`src/rtl/shift_in_pkg.sv`:
```
// Shared types and constants for the 74HC165-style shift register reader.
package shift_in_pkg;

  localparam int PHASES = 8;
  localparam int BITS   = 8;
  localparam int CNT_W  = 8;

  typedef enum logic [1:0] {
    CMD_LOAD  = 2'b00,
    CMD_SHIFT = 2'b01,
    CMD_CE    = 2'b10,
    CMD_LDSH  = 2'b11
  } cmd_e;

  typedef enum logic [2:0] {
    S_IDLE,
    S_LOAD,
    S_REC,
    S_SHIFT,
    S_FIN
  } state_e;

  // Q7 is taken mid CP-low window so it has settled since the previous rising edge.
  function automatic logic sample_phase(input logic [CNT_W-1:0] cnt);
    return cnt[2:0] == 3'd3;
  endfunction

endpackage

```
`src/rtl/shift_in_if.sv`:
```
// Command/response bus between a controller and the shift_in reader.
interface shift_in_if;
  logic       vld;
  logic [1:0] cmd;
  logic       cmd_arg;
  logic       busy;
  logic       done;
  logic [7:0] dout;

  modport master (output vld, cmd, cmd_arg, input busy, done, dout);
  modport slave  (input vld, cmd, cmd_arg, output busy, done, dout);
endinterface

```
`src/rtl/shift_in_sync2.sv`:
```
// Two-flop synchronizer for asynchronous single-bit inputs; clears to 0.
module sync2 (
  input  logic clk,
  input  logic rst_n,
  input  logic d_i,
  output logic q_o
);
  logic [1:0] ff_q;

  always_ff @(posedge clk or negedge rst_n) begin
    if (!rst_n) ff_q <= 2'b00;
    else        ff_q <= {ff_q[0], d_i};
  end

  assign q_o = ff_q[1];
endmodule

```
`src/rtl/shift_in.sv`:
```
// Reader FSM for a 74HC165 chain: drives PL_n/CP/CE_n, samples Q7, returns one byte per shift.
module shift_in
  import shift_in_pkg::*;
#(
  parameter int PL_W   = 4,
  parameter int PL_REC = 2
) (
  input  logic     clk,
  input  logic     rst_n,
  shift_in_if.slave bus,
  output logic     sft_pl_n,
  output logic     sft_cp,
  output logic     sft_ce_n,
  input  logic     sft_q7
);

  state_e             state_q, state_d;
  logic [CNT_W-1:0]   cnt_q, cnt_d;
  logic               ldsh_q, ldsh_d;
  logic [BITS-1:0]    sh_q, sh_d;
  logic [BITS-1:0]    dout_q, dout_d;
  logic               pl_n_q, pl_n_d;
  logic               cp_q, cp_d;
  logic               ce_n_q, ce_n_d;
  logic               busy_q, busy_d;
  logic               done_q, done_d;
  logic               q7_s;
  logic               accept;

  sync2 u_q7_sync (.clk(clk), .rst_n(rst_n), .d_i(sft_q7), .q_o(q7_s));

  assign accept = bus.vld && !busy_q && (state_q == S_IDLE);

  always_ff @(posedge clk or negedge rst_n) begin
    if (!rst_n) begin
      state_q <= S_IDLE;
      cnt_q   <= '0;
      ldsh_q  <= 1'b0;
      sh_q    <= '0;
      dout_q  <= '0;
      pl_n_q  <= 1'b1;
      cp_q    <= 1'b0;
      ce_n_q  <= 1'b1;
      busy_q  <= 1'b0;
      done_q  <= 1'b0;
    end else begin
      state_q <= state_d;
      cnt_q   <= cnt_d;
      ldsh_q  <= ldsh_d;
      sh_q    <= sh_d;
      dout_q  <= dout_d;
      pl_n_q  <= pl_n_d;
      cp_q    <= cp_d;
      ce_n_q  <= ce_n_d;
      busy_q  <= busy_d;
      done_q  <= done_d;
    end
  end

  // One counter is reused for LOAD width, REC width and the {bit,phase} shift sequence.
  always_comb begin
    state_d = state_q;
    cnt_d   = cnt_q;
    ldsh_d  = ldsh_q;
    case (state_q)
      S_IDLE: begin
        cnt_d = '0;
        if (accept) begin
          case (cmd_e'(bus.cmd))
            CMD_LOAD:  begin state_d = S_LOAD;  ldsh_d = 1'b0; end
            CMD_SHIFT: begin state_d = S_SHIFT; ldsh_d = 1'b0; end
            CMD_LDSH:  begin state_d = S_LOAD;  ldsh_d = 1'b1; end
            default:   state_d = S_IDLE;
          endcase
        end
      end
      S_LOAD: begin
        if (cnt_q == CNT_W'(PL_W - 1)) begin
          state_d = S_REC;
          cnt_d   = '0;
        end else begin
          cnt_d = cnt_q + CNT_W'(1);
        end
      end
      S_REC: begin
        if (cnt_q == CNT_W'(PL_REC - 1)) begin
          state_d = ldsh_q ? S_SHIFT : S_FIN;
          cnt_d   = '0;
        end else begin
          cnt_d = cnt_q + CNT_W'(1);
        end
      end
      S_SHIFT: begin
        if (cnt_q == CNT_W'(PHASES * BITS - 1)) begin
          state_d = S_FIN;
          cnt_d   = '0;
        end else begin
          cnt_d = cnt_q + CNT_W'(1);
        end
      end
      S_FIN:   state_d = S_IDLE;
      default: state_d = S_IDLE;
    endcase
  end

  // Pins are registered from next-state so they line up with the state they belong to.
  always_comb begin
    sh_d   = sh_q;
    dout_d = dout_q;
    ce_n_d = ce_n_q;
    if (state_q == S_SHIFT && sample_phase(cnt_q))
      sh_d = {sh_q[BITS-2:0], q7_s};
    if (state_q == S_SHIFT && state_d == S_FIN)
      dout_d = sh_q;
    if (accept && cmd_e'(bus.cmd) == CMD_CE)
      ce_n_d = bus.cmd_arg;
    pl_n_d = (state_d != S_LOAD);
    cp_d   = (state_d == S_SHIFT) && cnt_d[2];
    busy_d = (state_d != S_IDLE);
    done_d = (state_d == S_FIN) || (accept && cmd_e'(bus.cmd) == CMD_CE);
  end

  assign bus.busy  = busy_q;
  assign bus.done  = done_q;
  assign bus.dout  = dout_q;
  assign sft_pl_n  = pl_n_q;
  assign sft_cp    = cp_q;
  assign sft_ce_n  = ce_n_q;

endmodule

```
`src/flat_wrapper.sv`:
```
// flat-port wrapper written by rule: the top's interface ports become plain ports
module shift_in_flat import shift_in_pkg::*;
#(
  parameter int PL_W   = 4,
  parameter int PL_REC = 2
)
  (clk, rst_n, sft_pl_n, sft_cp, sft_ce_n, sft_q7, bus_vld, bus_cmd, bus_cmd_arg, bus_busy, bus_done, bus_dout);
  shift_in_if bus_i ();
  input  logic clk;
  input  logic rst_n;
  output logic sft_pl_n;
  output logic sft_cp;
  output logic sft_ce_n;
  input  logic sft_q7;
  input wire logic [$bits(bus_i.vld)-1:0] bus_vld;
  input wire logic [$bits(bus_i.cmd)-1:0] bus_cmd;
  input wire logic [$bits(bus_i.cmd_arg)-1:0] bus_cmd_arg;
  output wire logic [$bits(bus_i.busy)-1:0] bus_busy;
  output wire logic [$bits(bus_i.done)-1:0] bus_done;
  output wire logic [$bits(bus_i.dout)-1:0] bus_dout;
  assign bus_i.vld = bus_vld;
  assign bus_i.cmd = bus_cmd;
  assign bus_i.cmd_arg = bus_cmd_arg;
  assign bus_busy = bus_i.busy;
  assign bus_done = bus_i.done;
  assign bus_dout = bus_i.dout;
  shift_in #(.PL_W(PL_W), .PL_REC(PL_REC)) u_core (.clk(clk), .rst_n(rst_n), .bus(bus_i), .sft_pl_n(sft_pl_n), .sft_cp(sft_cp), .sft_ce_n(sft_ce_n), .sft_q7(sft_q7));
endmodule
```
`config.mk`:
```
export PLATFORM = sky130hd
export DESIGN_NAME = shift_in_flat
export DESIGN_NICKNAME = d
export VERILOG_FILES = /design/src/rtl/shift_in_pkg.sv /design/src/rtl/shift_in_if.sv /design/src/rtl/shift_in_sync2.sv /design/src/rtl/shift_in.sv /design/src/flat_wrapper.sv
export SDC_FILE = /design/constraint.sdc
export NUM_CORES = 1
export LEC_CHECK = 0
export BUFFER_PORTS_ARGS = -buffer_cell sky130_fd_sc_hd__buf_2
export CAP_MARGIN = 20
export CELL_PAD_IN_SITES_DETAIL_PLACEMENT = 0
export CELL_PAD_IN_SITES_GLOBAL_PLACEMENT = 1
export CORE_ASPECT_RATIO = 1.5
export CORE_MARGIN = 8
export CORE_UTILIZATION = 49
export DETAILED_ROUTE_END_ITERATION = 8
export PLACE_DENSITY_LB_ADDON = 0.1
export SYNTH_ARGS = -nofsm -noshare
export SYNTH_HDL_FRONTEND = slang
export SYNTH_HIERARCHICAL = 1
export SYNTH_SLANG_ARGS = --single-unit
```
`constraint.sdc`:
```
create_clock -name clk -period 2.7 [get_ports clk]
set_clock_uncertainty 0.05 [all_clocks]
set_input_delay 0.27 -clock clk [delete_from_list [all_inputs] [get_ports clk]]
set_output_delay 0.27 -clock clk [all_outputs]
set_load 0.01 [all_outputs]
```
==> results of run 1 <==
[worst reg2reg max path, cell delays in order, from the launching register on]
cell and delay, ns:
dfrtp_1 0.41, ha_1 0.30, or3b_1 0.39, o21ai_0 0.38, o21ai_0 0.16, o211ai_1 0.21
[metrics by stage]
step | hold WS, ns | util (%)
final | 0.00641 | 58.1
after CTS | 0.0271 | 58.1
after global routing | 0.0321 | 58.1
after floorplan | -0.0756 | -
after global placement | 0.285 | 55.3
after detailed placement | 0.296 | 55.3
[per-layer routing]
metal | vias up | share of wire, % | track usage (%)
met5 | - | 0 | 0
met4 | 0 | 3.2 | 7.89
met3 | 10 | 5.5 | 3.95
met2 | 24 | 53 | 19.7
met1 | 529 | 38 | 10.6
li1 | 510 | - | -
[sequential cells by signal, indices dropped and copies added (netlist names)]
| signal | count |
|---|---|
| u_core/bus.busy | 1 |
| u_core/bus.done | 1 |
| u_core/bus.dout | 8 |
| u_core/cnt_q | 8 |
| u_core/ldsh_q | 1 |
| u_core/sft_ce_n | 1 |
| u_core/sft_cp | 1 |
| u_core/sft_pl_n | 1 |
| u_core/sh_q | 8 |
| u_core/state_q | 3 |
| u_core/u_q7_sync/ff_q | 2 |
[logic make-up (layout without fill, tap and decap cells)]
family                   Yosys count  after routing  share of synthesized area [%]
AND/OR/NAND/NOR                   48             48                           19.0
flip-flops                        35             35                           55.9
AO/OA/AOI/OAI                     17             17                           7.01
multiplexers                      17             17                           12.2
XOR/XNOR                           5              5                           2.79
adder cells (fa/ha/maj)            3              3                           2.39
buffers and inverters              3             28                          0.717
[cells in the mapped netlist (2+ instances only)]
| cell type | instances | share of area [%] |
|---|---|---|
| mux2_2 | 17 | 12 |
| a21oi_1 | 4 | 1.3 |
| nor2b_1 | 3 | 1.2 |
| inv_1 | 2 | 0.48 |
| xnor2_1 | 2 | 1.1 |
| a31oi_1 | 2 | 0.80 |
| nor3b_1 | 2 | 0.96 |
| nand2_1 | 11 | 2.6 |
| o21a_1 | 2 | 0.96 |
| nand3_1 | 4 | 1.3 |
| nor2_1 | 10 | 2.4 |
| o31ai_1 | 3 | 1.4 |
| o21ai_0 | 3 | 0.96 |
| ha_1 | 3 | 2.4 |
| xor2_1 | 3 | 1.7 |
| dfstp_2 | 2 | 3.3 |
| nand4_1 | 2 | 0.80 |
| o211ai_1 | 2 | 0.96 |
| dfrtp_1 | 33 | 53 |
| nor4_4 | 2 | 2.7 |
| nand2b_1 | 3 | 1.2 |
[final timing paths]
check	slack, ns	to	startpoint	cells after the start
max	0.71	u_core/sft_pl_n$_DFF_PN1_	u_core/cnt_q[0]$_DFFE_PN0P_	5
min	0.006	u_core/bus.dout[6]$_DFFE_PN0P_	rst_n	1
max reg2reg	0.71	u_core/sft_pl_n$_DFF_PN1_	u_core/cnt_q[0]$_DFFE_PN0P_	5
min reg2reg	0.32	u_core/u_q7_sync/ff_q[1]$_DFF_PN0_	u_core/u_q7_sync/ff_q[0]$_DFF_PN0_	0
max in group asynchronous	2.12	u_core/state_q[1]$_DFF_PN0_	rst_n	1
min in group clk	0.04	u_core/u_q7_sync/ff_q[0]$_DFF_PN0_	sft_q7	1
[cell type report]
cell class	count	share of cell area [%]
timing repair buffer	19	5.28
clock inverter	1	0.278
inverter	2	0.417
clock buffer	6	4.59
tap	40	2.78
sequential	35	48.8
multi-input combinational	90	37.9
[power groups by stage]
stage | logic, mW | registers [mW] | clock network [mW]
CTS | 0.0206 | 0.534 | 0.381
finish | 0.0196 | 0.534 | 0.362
detailed placement | 0.0205 | 0.544 | 0
global placement | 0.0199 | 0.544 | 0
floorplan | 0.00508 | 0.543 | 0
global route | 0.0232 | 0.535 | 0.397
==> results.yml, run 1 <==
sta:
  hold_viol_final: 0
  finalSetupTns_ns: 0
  setup_viol: 0
  worstMarginPinSlew_ns: 0.748
  finalCritPeriodShare_pct: 73.5
  fin_ws_ns: 0.714
  max_slew_margin_pct: 50.1
  slew_violations: 0
  rsz0062_at_grt: "no"
  fmax_mhz: 504
  fin_crit_ns: 1.99
clock_network:
  cts_max_path_buffers: 2
  path_clk_slew_ns: 0.06
  htreeDepth: 2
  cts.repair.resized: 0
  cts_tree: "yes"
  clock_latency_ns: 0.28
  hold_buffers: 0
  cts_buffers: 5
  postCtsSetupRepairBufs: 0
  root_buffer: "clkbuf_8"
  cts_num_sinks: 35
floorplanning:
  die_area_mm2: 0.00531
  dieHeight_um: 85.4
  initial_core_util_pct: 50.7
  die-width_um: 62.2
  core_mm2: 0.00310
  io-pin-count: 20
  rows: 25
global_route:
  grt_pass1_wl_um: 4730
  gr-usage-all-layers_pct: 11.2
  grt_pass1_vias: 1062
  grt_max_degree: 36
  antenna_found_initial: 0
  grt_overflow_total: 0
route:
  dr.pass1.iters: 4
  via_count: 1073
  drt_wl_total_um: 2860
  routedWlPerCell_um: 14.8
  viasPerCell: 5.56
  route.detailed.drc: 0
  postRouteAntennaNets: 0
  first_iter_violations: 12
power_and_ir_drop:
  intPower_uw: 737
  irDropWorstVdd_mv: 0.355
  clkPwrFrac_pct: 39.5
  netSwitchingPower_uw: 179
  p_leak_nw: 0.796
  p_total_uw: 916
  swShare_pct: 19.5
  combPwrFrac_pct: 2.1
  seq_power_share_pct: 58.3
  p_per_area_mw_per_mm2: 509
worst_setup_path:
  critPathKind: "flop to flop"
  crit_chain: "ha_1 -> or3b_1 -> o21ai_0 -> o21ai_0 -> o211ai_1"
  crit_slowest_cell: "dfrtp_1"
  crit_path_start_kind: "flop"
  endpoint_kind: "flop"
  cp_data_required_time_ns: 2.85
  critical_path.most_common_cell: "o21ai_0"
  cp_top_family: "compound AO/OA/AOI/OAI gates"
  critPathArrivalTime_ns: 2.13
  path_buf_inv: 0
  max_stage_delay_ns: 0.41
  critPathMaxFanout: 7
synth:
  syn_inst: 128
  synth_area_mm2: 0.00157
  syn_area_per_cell_um2: 12.3
  yosys_warnings: 6
  synth_fp_nets: 138
  synth_cell_type_count: 34
  synthArstFlopShare_pct: 100
  synth_seq_cells: 35
  ys.flop_type: "dfrtp_1"
  synth_edf_count: 0
  synth-seq-area-share_pct: 55.9
placed_design:
  place_ws_ns: 0.710
  dpl.hpwl_um: 2160
  dp.cells: 186
  post_dp_cell_area_mm2: 0.00171
  port_buffers: 19
  gp_congestion: 0.855
layout:
  fillerInstances: 265
  layout.cells.non_filler: 193
  multiInputGateArea_um2: 682
  diodes: 0
  final_cell_mix: "dfrtp_1 (33), buf_2 (19), mux2_2 (17)"
  regArea_um2: 878
  layout_commonest_cell: "dfrtp_1"
  area_delta_synth_final_pct: 14.6
  layout-drive-gt1-share_pct: 32.0
  fin_nets: 163
  final_cell_area_mm2: 0.00180
outcome:
  status: "finished, final reports clean"
flow_run:
  maxCapViolations: 0
min_path:
  worstHoldPathType: "input port to async pin"
(Power assumes the default switching activity.)
==> inputs of run 2 (changes only) <==
CORE_UTILIZATION = 45   (was 49)
clock period = 1.95 ns   (was 2.7 ns; I/O delays follow)
==> run 2 against run 1 <==
Global-route usage up 0.48 points. Critical endpoint is now u_core/cnt_q[7]$_DFFE_PN0P_. Power increased by 37%. Largest cell class unchanged. Cell count grew 6.7%. Highest routed layer unchanged.
==> results.yml, run 2 (same netlist as run 1, synthesis figures left out) <==
worst_setup_path:
  cp_top_family: "simple AND/OR/NAND/NOR gates"
  cp_data_required_time_ns: 2.05
  critPathMaxFanout: 5
  path_buf_inv: 0
  critPathKind: "flop to flop"
  critPathArrivalTime_ns: 1.98
  max_stage_delay_ns: 0.40
  crit_path_start_kind: "flop"
  r2r_slack_ns: 0.08
  crit_chain: "ha_2 -> or3b_1 -> o21a_2 -> nor4_4 -> nor2_1"
  endpoint_kind: "flop"
  crit_slowest_cell: "dfrtp_1"
floorplanning:
  initial_core_util_pct: 46.4
  die-width_um: 64.3
  die_area_mm2: 0.00568
  core_mm2: 0.00338
  dieHeight_um: 88.4
  io-pin-count: 20
  rows: 26
power_and_ir_drop:
  irDropWorstVdd_mv: 0.389
  seq_power_share_pct: 58.9
  p_leak_nw: 0.839
  clkPwrFrac_pct: 38.7
  p_per_area_mw_per_mm2: 668
  netSwitchingPower_uw: 258
  combPwrFrac_pct: 2.4
  intPower_uw: 997
  swShare_pct: 20.6
clock_network:
  cts_tree: "yes"
  cts_max_path_buffers: 2
  root_buffer: "clkbuf_8"
  cts_buffers: 5
  cts_num_sinks: 35
  htreeDepth: 2
  clock_latency_ns: 0.28
  path_clk_slew_ns: 0.07
layout:
  diodes: 0
  final_cell_area_mm2: 0.00188
  area_delta_synth_final_pct: 19.7
  final_cell_mix: "dfrtp_1 (33), buf_2 (19), mux2_2 (17)"
  layout.cells.non_filler: 206
  layout_commonest_cell: "dfrtp_1"
  layout-drive-gt1-share_pct: 35.4
  final_util_pct: 55.6
  fillerInstances: 316
  fin_nets: 173
sta:
  fin_ws_ns: 0.0765
  hold_viol_final: 0
  finalCritPeriodShare_pct: 96.1
  worstMarginPinSlew_ns: 0.773
  max_slew_margin_pct: 48.5
  fmax_mhz: 534
  slew_violations: 0
  fin_crit_ns: 1.87
  setup_viol: 0
  timing.hold.ws_ns: 0.0921
route:
  viasPerCell: 5.35
  via_count: 1103
  route.detailed.drc: 0
  dr.pass1.iters: 4
  routedWlPerCell_um: 14.9
  drt_wl_total_um: 3070
  postRouteAntennaNets: 0
  first_iter_violations: 55
global_route:
  grt_max_degree: 36
  grt_overflow_total: 0
  gr-usage-all-layers_pct: 11.7
  grt_pass1_wl_um: 5120
  grt_pass1_vias: 1106
  antenna_found_initial: 0
min_path:
  worstHoldPathType: "input port to flop"
placed_design:
  post_dp_cell_area_mm2: 0.00175
  port_buffers: 19
  gp_congestion: 0.814
  dp.cells: 193
  dpl.hpwl_um: 2220
  place_ws_ns: 0.0887
outcome:
  status: "finished, final reports clean"
flow_run:
  maxCapViolations: 0
## run 2: path summary, 6_finish.rpt
| check | startpoint | end | cells after the start |
|---|---|---|---|
| min in group asynchronous | rst_n | u_core/cnt_q[5]$_DFFE_PN0P_ | 2 |
| min | bus_cmd_arg | u_core/sft_ce_n$_DFFE_PN1P_ | 2 |
| max reg2reg | u_core/cnt_q[0]$_DFFE_PN0P_ | u_core/cnt_q[7]$_DFFE_PN0P_ | 5 |
| max in group asynchronous | rst_n | u_core/sh_q[0]$_DFFE_PN0P_ | 2 |
| min reg2reg | u_core/u_q7_sync/ff_q[0]$_DFF_PN0_ | u_core/u_q7_sync/ff_q[1]$_DFF_PN0_ | 0 |
| max | u_core/cnt_q[0]$_DFFE_PN0P_ | u_core/cnt_q[7]$_DFFE_PN0P_ | 5 |
## run 2: repair_timing
action	4_1_cts	5_1_grt
endpoints found under the setup margin	0	5
resized for setup	0	2
hold buffers	2	0
hold endpoints to repair	34	0
setup buffers	0	3
## run 2: per-layer routing
layer | wire length, µm | vias to the layer above | GRT usage (%)
met2 | 1600 | 28 | 20.1
met5 | 0 | - | 0
met1 | 1230 | 534 | 11.8
met3 | 194 | 5 | 4.69
li1 | - | 536 | -
met4 | 45 | 0 | 6.37
## run 2: area by class of cell
type / count / area, µm² / share of cell area, %
clock inverter: 1 / 5.00 / 0.266
timing repair buffer: 29 / 175 / 9.31
clock buffer: 7 / 76.3 / 4.06
multi-input combinational: 90 / 686 / 36.5
sequential: 35 / 878 / 46.7
tap: 42 / 52.6 / 2.79
inverter: 2 / 7.51 / 0.399
## run 2: power by group through the flow
stage                     clock [mW]  combinational (mW)  sequential, mW
after global routing           0.539              0.0359           0.740
after detailed placement           0              0.0289           0.753
after global placement             0              0.0272           0.753
after CTS                      0.508              0.0319           0.739
after floorplan                    0             0.00703           0.751
final                          0.485              0.0306           0.739
## run 2: stage by stage
stage                     TNS (ns)  total power [mW]
after floorplan                  0             0.758
after global placement           0             0.780
after detailed placement         0             0.782
after CTS                        0              1.28
after global routing       -0.0117              1.32
final                            0              1.26
